$ cat src/rtl/t5_deco.sv
// t5_deco: decode stage of the 4-hart barrel-threaded RV32I pipeline.
// Captures the fetched word plus PC/hart tag and produces registered decode
// fields for execute. Bubbles are inserted during post-reset warm-up, on a
// missing fetch acknowledge and for hart slots squashed by execute.
// Build option: define T5_RVE_EN for RV32E mode (register addresses >= 16
// are reported as illegal).
//
// state  | meaning
// S_WARM | pipeline warm-up, every advanced slot is a bubble
// S_RUN  | normal decode, dval follows ack and kill mask
module t5_deco #(
    parameter int XLEN = 32,
    parameter int WARM = 4
) (
    input  logic            sclk,
    input  logic            srst,
    input  logic            sena,
    input  logic [XLEN-1:0] iwb_dat,
    input  logic            iwb_ack,
    input  logic [XLEN-1:0] fpc,
    input  logic            xkill,
    input  logic [1:0]      xkhart,
    output logic [XLEN-3:0] dpc,
    output logic [1:0]      dhrt,
    output logic            dval,
    output logic            dill,
    output logic [4:0]      drs1,
    output logic [4:0]      drs2,
    output logic [4:0]      drd,
    output logic [4:0]      dopc,
    output logic [2:0]      dfn3,
    output logic            dfn7,
    output logic [XLEN-1:0] dimm
);

    localparam int CW = (WARM < 1) ? 1 : $clog2(WARM + 1);

    localparam logic [4:0] OP_LOAD   = 5'b00000;
    localparam logic [4:0] OP_MISC   = 5'b00011;
    localparam logic [4:0] OP_OPIMM  = 5'b00100;
    localparam logic [4:0] OP_AUIPC  = 5'b00101;
    localparam logic [4:0] OP_STORE  = 5'b01000;
    localparam logic [4:0] OP_OP     = 5'b01100;
    localparam logic [4:0] OP_LUI    = 5'b01101;
    localparam logic [4:0] OP_BRANCH = 5'b11000;
    localparam logic [4:0] OP_JALR   = 5'b11001;
    localparam logic [4:0] OP_JAL    = 5'b11011;
    localparam logic [4:0] OP_SYSTEM = 5'b11100;

    typedef enum logic {S_WARM, S_RUN} state_t;

    state_t          r_state;
    state_t          w_state_nxt;
    logic [CW-1:0]   r_cnt;
    logic [CW-1:0]   w_cnt_nxt;
    logic [3:0]      r_kill;
    logic [3:0]      w_kill_set;
    logic [3:0]      w_kill_clr;

    logic [XLEN-3:0] r_dpc;
    logic [1:0]      r_dhrt;
    logic            r_dval;
    logic            r_dill;
    logic [4:0]      r_drs1;
    logic [4:0]      r_drs2;
    logic [4:0]      r_drd;
    logic [4:0]      r_dopc;
    logic [2:0]      r_dfn3;
    logic            r_dfn7;
    logic [XLEN-1:0] r_dimm;

    logic [4:0]      w_opc;
    logic [1:0]      w_hart;
    logic            w_dval;
    logic            w_ill;
    logic [4:0]      w_rd;
    logic [XLEN-1:0] w_imm;
    logic            w_rve_bad;

    assign w_opc  = iwb_dat[6:2];
    assign w_hart = fpc[1:0];

    // Warm-up state and counter registers.
    always_ff @(posedge sclk) begin
        if (srst) begin
            r_state <= S_WARM;
            r_cnt   <= CW'(WARM);
        end else begin
            r_state <= w_state_nxt;
            r_cnt   <= w_cnt_nxt;
        end
    end

    // Warm-up next state: count advanced slots down, leave WARM at zero.
    always_comb begin
        w_state_nxt = r_state;
        w_cnt_nxt   = r_cnt;
        case (r_state)
            S_WARM: begin
                if (sena) begin
                    if (r_cnt <= CW'(1)) begin
                        w_cnt_nxt   = '0;
                        w_state_nxt = S_RUN;
                    end else begin
                        w_cnt_nxt = r_cnt - CW'(1);
                    end
                end
            end
            S_RUN: begin
                w_state_nxt = S_RUN;
            end
            default: begin
                w_state_nxt = S_WARM;
            end
        endcase
    end

    // Kill mask update: a fresh set beats the clear from a consumed slot.
    always_comb begin
        w_kill_set = xkill ? (4'b0001 << xkhart) : 4'b0000;
        w_kill_clr = sena ? (4'b0001 << w_hart) : 4'b0000;
    end

    // Kill mask register.
    always_ff @(posedge sclk) begin
        if (srst) begin
            r_kill <= 4'b0000;
        end else begin
            r_kill <= (r_kill & ~w_kill_clr) | w_kill_set;
        end
    end

    assign w_dval = (r_state == S_RUN) & iwb_ack & ~r_kill[w_hart];

    // Combinational field decode: rd suppression, immediate and legality.
    always_comb begin
        w_rd      = iwb_dat[11:7];
        w_imm     = '0;
        w_ill     = 1'b0;
        w_rve_bad = 1'b0;

        if ((w_opc == OP_STORE) || (w_opc == OP_BRANCH) || (w_opc == OP_MISC)) begin
            w_rd = 5'd0;
        end

        case (w_opc)
            OP_LOAD, OP_OPIMM, OP_JALR, OP_SYSTEM:
                w_imm = {{20{iwb_dat[31]}}, iwb_dat[31:20]};
            OP_STORE:
                w_imm = {{20{iwb_dat[31]}}, iwb_dat[31:25], iwb_dat[11:7]};
            OP_BRANCH:
                w_imm = {{19{iwb_dat[31]}}, iwb_dat[31], iwb_dat[7],
                         iwb_dat[30:25], iwb_dat[11:8], 1'b0};
            OP_LUI, OP_AUIPC:
                w_imm = {iwb_dat[31:12], 12'h000};
            OP_JAL:
                w_imm = {{11{iwb_dat[31]}}, iwb_dat[31], iwb_dat[19:12],
                         iwb_dat[20], iwb_dat[30:21], 1'b0};
            default:
                w_imm = '0;
        endcase

        case (w_opc)
            OP_LUI, OP_AUIPC, OP_JAL, OP_JALR, OP_LOAD, OP_STORE,
            OP_OPIMM, OP_MISC, OP_SYSTEM:
                w_ill = 1'b0;
            OP_OP:
                w_ill = (iwb_dat[31:25] != 7'h00) && (iwb_dat[31:25] != 7'h20);
            OP_BRANCH:
                w_ill = (iwb_dat[14:12] == 3'd2) || (iwb_dat[14:12] == 3'd3);
            default:
                w_ill = 1'b1;
        endcase

`ifdef T5_RVE_EN
        // Only registers the format actually reads or writes are checked.
        case (w_opc)
            OP_OP:
                w_rve_bad = iwb_dat[19] | iwb_dat[24] | iwb_dat[11];
            OP_LOAD, OP_OPIMM, OP_JALR, OP_SYSTEM:
                w_rve_bad = iwb_dat[19] | iwb_dat[11];
            OP_STORE, OP_BRANCH:
                w_rve_bad = iwb_dat[19] | iwb_dat[24];
            OP_LUI, OP_AUIPC, OP_JAL:
                w_rve_bad = iwb_dat[11];
            default:
                w_rve_bad = 1'b0;
        endcase
`else
        w_rve_bad = 1'b0;
`endif

        if (iwb_dat[1:0] != 2'b11) begin
            w_ill = 1'b1;
        end
        w_ill = w_ill | w_rve_bad;
    end

    // Output registers: advance on sena, reset has priority.
    always_ff @(posedge sclk) begin
        if (srst) begin
            r_dpc  <= '0;
            r_dhrt <= 2'd0;
            r_dval <= 1'b0;
            r_dill <= 1'b0;
            r_drs1 <= 5'd0;
            r_drs2 <= 5'd0;
            r_drd  <= 5'd0;
            r_dopc <= 5'd0;
            r_dfn3 <= 3'd0;
            r_dfn7 <= 1'b0;
            r_dimm <= '0;
        end else if (sena) begin
            r_dpc  <= fpc[XLEN-1:2];
            r_dhrt <= w_hart;
            r_dval <= w_dval;
            r_dill <= w_ill;
            r_drs1 <= iwb_dat[19:15];
            r_drs2 <= iwb_dat[24:20];
            r_drd  <= w_rd;
            r_dopc <= w_opc;
            r_dfn3 <= iwb_dat[14:12];
            r_dfn7 <= iwb_dat[30];
            r_dimm <= w_imm;
        end
    end

    assign dpc  = r_dpc;
    assign dhrt = r_dhrt;
    assign dval = r_dval;
    assign dill = r_dill;
    assign drs1 = r_drs1;
    assign drs2 = r_drs2;
    assign drd  = r_drd;
    assign dopc = r_dopc;
    assign dfn3 = r_dfn3;
    assign dfn7 = r_dfn7;
    assign dimm = r_dimm;

endmodule

$ cat config.mk
export PLATFORM = sky130hd
export DESIGN_NAME = t5_deco
export DESIGN_NICKNAME = d
export VERILOG_FILES = /design/src/rtl/t5_deco.sv
export SDC_FILE = /design/constraint.sdc
export NUM_CORES = 1
export LEC_CHECK = 0
export ABC_AREA = 1
export CAP_MARGIN = 5
export CORE_MARGIN = 3
export CORE_UTILIZATION = 44
export DETAILED_ROUTE_END_ITERATION = 12
export PLACE_DENSITY_LB_ADDON = 0.05
export SLEW_MARGIN = 15
export SYNTH_ARGS = -nofsm -noshare
export SYNTH_HDL_FRONTEND = slang
export SYNTH_SLANG_ARGS = --single-unit
$ cat constraint.sdc
create_clock -name sclk -period 1.75 [get_ports sclk]
set_input_delay 0.2625 -clock sclk [delete_from_list [all_inputs] [get_ports sclk]]
set_output_delay 0.2625 -clock sclk [all_outputs]
set_load 0.02 [all_outputs]
; After elaboration in Yosys (flattened, before gate mapping)
; Index checks and enable logic that the tools add are counted.
[classes]
reduce_logical = 10
add_sub_neg = 1
eq_ne = 14
n_mux = 12
shift = 2
magnitude_cmp = 2
bitwise = 7
[op_table]
columns = cell, count
row1 = 32-bit case mux with 5 select lines, 1
row2 = 5-bit == test (second input constant), 4
row3 = 5-bit by 4-bit == test with 1-bit output (second input constant), 3
row4 = 5-bit by 3-bit == test with 1-bit output (second input constant), 2
row5 = 9-bit OR reduction, 1
row6 = 4-bit two-way mux, 2
row7 = 1-bit by 2-bit left shift with 4-bit output (first input constant), 2
row8 = 7-bit by 6-bit != test with 1-bit output (second input constant), 1
row9 = 7-bit nonzero test, 1
row10 = 3-bit by 2-bit == test with 1-bit output (second input constant), 2
row11 = 5-bit by 2-bit == test with 1-bit output (second input constant), 1
row12 = 5-bit logical NOT, 1
row13 = 5-bit two-way mux, 1
row14 = 4-bit bitwise AND, 1
row15 = 1-bit two-way mux, 4
row16 = 4-bit NOT, 1
row17 = 4-bit OR, 1
row18 = 4-bit OR reduction, 1
row19 = 3-bit by 1-bit <= comparator with 1-bit output (second input constant), 1
row20 = 1-bit logical OR, 3
row21 = 2-bit by 3-bit < comparator with 1-bit output (second input constant), 1
row22 = 3-bit two-way mux, 1
row23 = 1-bit case mux with 3 select lines, 1
row24 = 3-bit by 1-bit subtractor with 3-bit output (second input constant), 1
row25 = other kinds (8), 10
[totals]
out_inout_bits = 90
register_bits = 98
wordCells = 62
input_bits = 71

; Longest topological paths before layout
; Gate-level depths: netlist (run 1).
[logic_depth]
ltp_word = 5
depth_mapped = 11
depth_no_buf = 10

; Least setup slack after synthesis (run 1)
; OpenSTA, ideal clock, no wires.
[synth_path]
path_kind = input port to flip-flop
from = input port iwb_dat[6]
to = register r_dimm[30] (netlist: dimm[30])
t_arrival_ns = 1.180
setup_ns = 0.066
n_path_buf = 2
stages = 11
setup_slack_ns = 0.504
required_time_ns = 1.684
cell_sequence = buf_6 -> inv_1 -> nand2_1 -> nand2_1 -> nand2_1 -> nand2_2 -> nand2_4 -> buf_6 -> nand2_1 -> nand2_1 -> a21oi_2
[synth_between]
elab_chain_len = 3
elab_cells_between_ends = 12
classes_between = eq/ne (8) / mux (1) / reduce/logical (3)
[synth_lines]
columns = item, line_no
row1 = start: declaration, 18  ; input logic [XLEN-1:0] iwb_dat,
row2 = "5-bit == test, or another cell as far along", 146  ; case (w_opc)
row3 = 4-bit OR reduction / 2-bit OR reduction (equally long branches), 146
row4 = 32-bit case mux with 5 select lines (*), 146
row5 = end signal: assignment, 224  ; r_dimm <= w_imm;
row6 = end: declaration, 70  ; logic [XLEN-1:0] r_dimm;
; Mark *: on every way between the ends. The rest lies on a longest branch, timed or not.
; A chain may end at the register's enable or synchronous reset.

; Final worst setup path (run 1)
[layout_path]
from = register r_dval (netlist: dval)
to = output port dval
[layout_lines]
columns = item, line_no
row1 = start: declaration, 62  ; logic r_dval;
row2 = start signal: assignment, 216  ; r_dval <= w_dval;
row3 = end: declaration, 25  ; output logic dval,
; No word-level cell between the ends.

==> flow_summary.toml, run 1 <==
[run_status]
status = "finished, final reports clean"

[sta]
tns_ps = 0
fin_ws_ps = 116
drv_slew = 0
period_minus_slack_ps = 1630
rsz0062_at_grt = "no"
hold_violations = 0
fmax_mhz = 612
slew_headroom = 0.700
fin_crit_sh = 0.934
worst_pin_slew_ps = 449
setup_viol = 0
fin_skew_ps = 0.365

[die]
die-area_um2 = 10800
core_um2 = 9280
ios = 161
start_util = 0.454
placementRows = 35
die_h_um = 104
die_w_um = 104

[power_and_ir_drop]
leakage_nw = 2.59
ir_worst_vdd_uv = 423
p_sw_frac = 0.286
intPower_mw = 3.52
sequentialPowerShare = 0.493
p_sw_mw = 1.41
p_per_area_nw_per_um2 = 802
pwr-share-comb = 0.208
p_clk_frac = 0.299

[global_routing]
antenna_found_initial = 0
track_usage = 0.221
grt_pass1_wl_um = 20100
grt_max_degree = 57
grt_pass1_vias = 4122
grt-ovfl-total = 0

[logic_synthesis]
synth-seq-cells = 98
synthDistinctLibCells = 31
ys_seq_area_frac = 0.465
syn_avg_cell_area_um2 = 7.40
yosys_warnings = 0
synth_nets = 642
syn_area_um2 = 4220
synthCells = 570

[cts]
cts_hold_buf = 0
numCtsBuffers = 9
cts_root_buf = "clkbuf_8"
cts_tree = "built"
clock_path_buffers = 2
cts_resized = 0
insertion_delay_ps = 360
cts.sinks = 98
htreeDepth = 3
post_cts_buffers = 0
clkTransAtPathRegs_ps = 100

[placed_design]
dp_cells = 850
place_ws_ps = -92.0
gp_congestion = 0.908
dp.final_hpwl_um = 9020
port_buffers = 160
dpl_cell_area_um2 = 5950

[flow_run]
cap_violations = 0

[route]
ant_nets = 0
drtIter0Drc = 177
vias = 4215
routed_wirelength_um = 12100
wl_per_cell_um = 14.0
drc = 0
drt-vias-per-instance = 4.87
drt-pass1-iter-count = 5

[final_layout]
fin_area_um2 = 6150
finalNonFillerCells = 866
drive_gt1_frac = 0.0977
nNetsFinal = 804
fin_util = 0.662
synthToLayoutAreaGrowth_pct = 45.8
mostFrequentLayoutCells = "159 x clkdlybuf4s50_1, 121 x nand2_1, 113 x nor2_1"
antenna-diode-count = 0
final_common_cell = "clkdlybuf4s50_1"

[worst_hold_path]
hp-class = "in2reg"

[setup_path]
crit_path_end_kind = "output port"
crit_path_max_incr_delay_ps = 670
crit_chain = "clkdlybuf4s50_1"
arrival_ps = 1370
critPathMaxFanout = 2
crit_buf_inv = 1
startpoint_type = "flop"
path_delay_family = "buffers and inverters"
crit_slowest_cell = "clkdlybuf4s50_1"
required_ps = 1490
worstSetupPathType = "reg2out"
power groups by stage:
stage	logic [mW]	registers [mW]	clock network, mW
finish	1.03	2.43	1.47
global route	1.12	2.45	1.58
CTS	1.03	2.43	1.50
detailed placement	1.02	2.48	0
global placement	1.01	2.48	0
floorplan	0.356	2.62	0
metrics by stage:
stage                     hold slack [ps]  power [mW]
after floorplan                       397        2.97
after global placement                449        3.49
after detailed placement              458        3.51
after CTS                             313        4.96
after global routing                  334        5.15
final                                 324        4.93
routing by layer:
metal / up-vias / GRT usage / part of all wire
met1: 1898 / 0.292 / 0.46
met3: 13 / 0.0652 / 0.078
li1: 2174 / - / -
met5: - / 0 / 0
met2: 130 / 0.352 / 0.45
met4: 0 / 0.0655 / 0.013
cell families after synthesis:
logic type      synth area share
simple gates               0.289
buf+inv                   0.0822
fa+ha+maj                0.00297
compound gates             0.161
flops                      0.465
path summary, 6_finish.rpt:
check,slack [ps],startpoint,endpoint,cells past startpoint
setup / recovery,120,dval$_SDFFE_PP0P_,dval,1
setup reg to reg,700,r_cnt[1]$_SDFFE_PP0P_,r_cnt[1]$_SDFFE_PP0P_,4
hold reg to reg,470,dimm[10]$_SDFFE_PP0P_,dimm[10]$_SDFFE_PP0P_,2
hold / removal,320,sena,dimm[17]$_SDFFE_PP0P_,3
final cells by class:
cell class | count | area [um2]
flip-flops and latches | 98 | 1960
inverters | 20 | 80.1
well taps | 129 | 161
clock inverters | 6 | 65.1
fillers | 822 | 3140
clock buffers | 10 | 128
multi-input cells | 415 | 1910
repair buffers | 188 | 1840
synth_stat cells:
master / n / share of area
buf_6: 7 / 0.019
nand2_2: 5 / 0.0074
nand3_1: 32 / 0.038
nor2_4: 2 / 0.0053
inv_2: 3 / 0.0027
nand3_2: 3 / 0.0071
nor2_1: 113 / 0.10
buf_2: 2 / 0.0024
dfxtp_1: 98 / 0.47
o21ai_0: 68 / 0.081
nand2_4: 2 / 0.0053
inv_4: 2 / 0.0030
a31oi_1: 1 / 0.0015
o21bai_1: 1 / 0.0018
nor2_2: 2 / 0.0030
clkbuf_8: 6 / 0.020
a21oi_2: 7 / 0.015
o2111ai_1: 1 / 0.0021
inv_1: 15 / 0.013
buf_4: 1 / 0.0018
a21oi_1: 46 / 0.055
clkbuf_1: 16 / 0.014
a2bb2oi_1: 1 / 0.0021
nand4_1: 5 / 0.0074
buf_1: 4 / 0.0036
nand3b_1: 1 / 0.0018
ha_1: 1 / 0.0030
dlymetal6s2s_1: 1 / 0.0030
nor2_8: 1 / 0.0047
nand2_1: 121 / 0.11
o31ai_1: 2 / 0.0036
sequential cells by signal (all words and copies together) (netlist names):
| name | cells |
|---|---|
| dimm | 32 |
| dpc | 30 |
| dopc | 5 |
| drd | 5 |
| drs1 | 5 |
| drs2 | 5 |
| r_kill | 4 |
| dfn3 | 3 |
| r_cnt | 3 |
| dhrt | 2 |
| dfn7 | 1 |
| dill | 1 |
| dval | 1 |
| r_state | 1 |
Power figures use the tool's default switching activity.
==> run 2: changes to the inputs <==
==> constraint.sdc (replaced) <==
create_clock -name sclk -period 1.98 [get_ports sclk]
set_input_delay 0.297 -clock sclk [delete_from_list [all_inputs] [get_ports sclk]]
set_output_delay 0.297 -clock sclk [all_outputs]
set_load 0.02 [all_outputs]
==> run 2 against run 1 <==
Compared with the run above: critical path depth unchanged; worst hold slack better by 47 ps; first-iteration DRC count up 12%; clock power down 3%; non-clock buffer count down 15; die area unchanged; clock skew up 1.9 ps; setup slack better by 190 ps; sequential share of layout area up 0.47 points; routed wire length up 2.3%.
==> flow_summary.toml, run 2 (same netlist as run 1, synthesis figures left out) <==
[placed_design]
dp_cells = 835
port_buffers = 160
dp.final_hpwl_um = 9100
gp_congestion = 0.903

[global_routing]
gr-usage-met1 = 0.290
met2_usage = 0.362
met3_usage = 0.0838
antenna_found_initial = 0
grt-busiest-layer = "met2"
grt_pass1_wl_um = 20800
grt-ovfl-total = 0
grt_max_degree = 72
grt_pass1_vias = 4192
track_usage = 0.230

[cts]
cts_hold_buf = 0
insertion_delay_ps = 350
cts_root_buf = "clkbuf_8"
cts_tree = "built"
cts_resized = 0
cts.sinks = 98
htreeDepth = 3
numCtsBuffers = 9
clock_path_buffers = 2
clkTransAtPathRegs_ps = 100
post_cts_buffers = 0

[sta]
period_minus_slack_ps = 1680
hold_violations = 0
fmax_mhz = 597
drv_slew = 0
setup_viol = 0
rsz0062_at_grt = "no"
tns_ps = 0
slew_headroom = 0.691
worst_pin_slew_ps = 463
fin_skew_ps = 2.30
fin_crit_sh = 0.847

[setup_path]
critPathMaxFanout = 2
r2r-end = "r_cnt[1]$_SDFFE_PP0P_"
reg2reg_from = "r_cnt[1]$_SDFFE_PP0P_"
path_delay_family = "buffers and inverters"
startpoint_type = "flop"
crit_slowest_cell = "clkdlybuf4s50_1"
r2r_slack_ps = 920
required_ps = 1680
crit_buf_inv = 1
reg2regPathDepth = 4
crit_path_max_incr_delay_ps = 690
arrival_ps = 1380
crit_chain = "clkdlybuf4s50_1"
worstSetupPathType = "reg2out"
crit_path_end_kind = "output port"

[die]
die_w_um = 104
die_h_um = 104
core_um2 = 9280
placementRows = 35
start_util = 0.454
die-area_um2 = 10800
ios = 161

[final_layout]
mostFrequentLayoutCells = "159 x clkdlybuf4s50_1, 121 x nand2_1, 113 x nor2_1"
finalNonFillerCells = 851
nNetsFinal = 789
antenna-diode-count = 0
fin_util = 0.653
fillerInstances = 872
final_common_cell = "clkdlybuf4s50_1"
drive_gt1_frac = 0.0776
largest_reg_flops = 32
synthToLayoutAreaGrowth_pct = 43.7

[route]
wl_per_cell_um = 14.5
drt-vias-per-instance = 4.96
vias = 4218
drtIter0Drc = 199
drt-pass1-iter-count = 5
ant_nets = 0
routed_wirelength_um = 12400
drc = 0

[worst_hold_path]
hold_depth = 3
min_to = "dpc[21]$_SDFFE_PP0P_"
hp-class = "in2reg"
hp-start = "sena"

[run_status]
status = "finished, final reports clean"

[power_and_ir_drop]
leakage_nw = 2.52
ir_worst_vdd_uv = 562
p_per_area_nw_per_um2 = 737

[flow_run]
cap_violations = 0
-- run 2: worst max path at each step --
stage / start / end / slack, ps / depth (start not counted)
4_1_cts: dval$_SDFFE_PP0P_ / dval / 270 / 1
2_1_floorplan: iwb_dat[6] / dimm[30]$_SDFFE_PP0P_ / 700 / 11
3_5_place_dp: iwb_dat[3] / dimm[16]$_SDFFE_PP0P_ / 30 / 8
3_3_place_gp: iwb_dat[3] / dimm[18]$_SDFFE_PP0P_ / 110 / 8
5_1_grt: dval$_SDFFE_PP0P_ / dval / 240 / 1
6_report: dval$_SDFFE_PP0P_ / dval / 300 / 1
-- run 2: per-layer routing --
metal	vias up	share of wire
met4	0	0.029
met1	1878	0.43
met2	172	0.45
met3	24	0.090
met5	-	0
li1	2144	-
-- run 2: layout make-up --
| cell class | instances | area [um2] | area share |
|---|---|---|---|
| flip-flops and latches | 98 | 1960 | 0.324 |
| well taps | 129 | 161 | 0.0266 |
| clock inverters | 5 | 85.1 | 0.0140 |
| inverters | 20 | 80.1 | 0.0132 |
| repair buffers | 173 | 1730 | 0.286 |
| multi-input cells | 415 | 1910 | 0.315 |
| clock buffers | 11 | 131 | 0.0217 |
-- run 2: per-stage QoR --
step                      power (mW)  hold WS [ps]  area, um2  worst slack [ps]
after floorplan                 2.63           432       4220               699
after global placement          3.07           450       5840               114
after detailed placement        3.08           451       5840              31.2
after CTS                       4.49           363       6060               269
after global routing            4.66           386       6060               243
final                           4.46           371       6060               304
-- run 2: where the power goes --
| part | total (mW) | switching (mW) | internal, mW | leakage, nW |
|---|---|---|---|---|
| sequential | 2.15 | 0.0611 | 2.09 | 0.808 |
| clock | 1.43 | 0.702 | 0.723 | 0.105 |
| combinational | 0.889 | 0.471 | 0.418 | 1.61 |
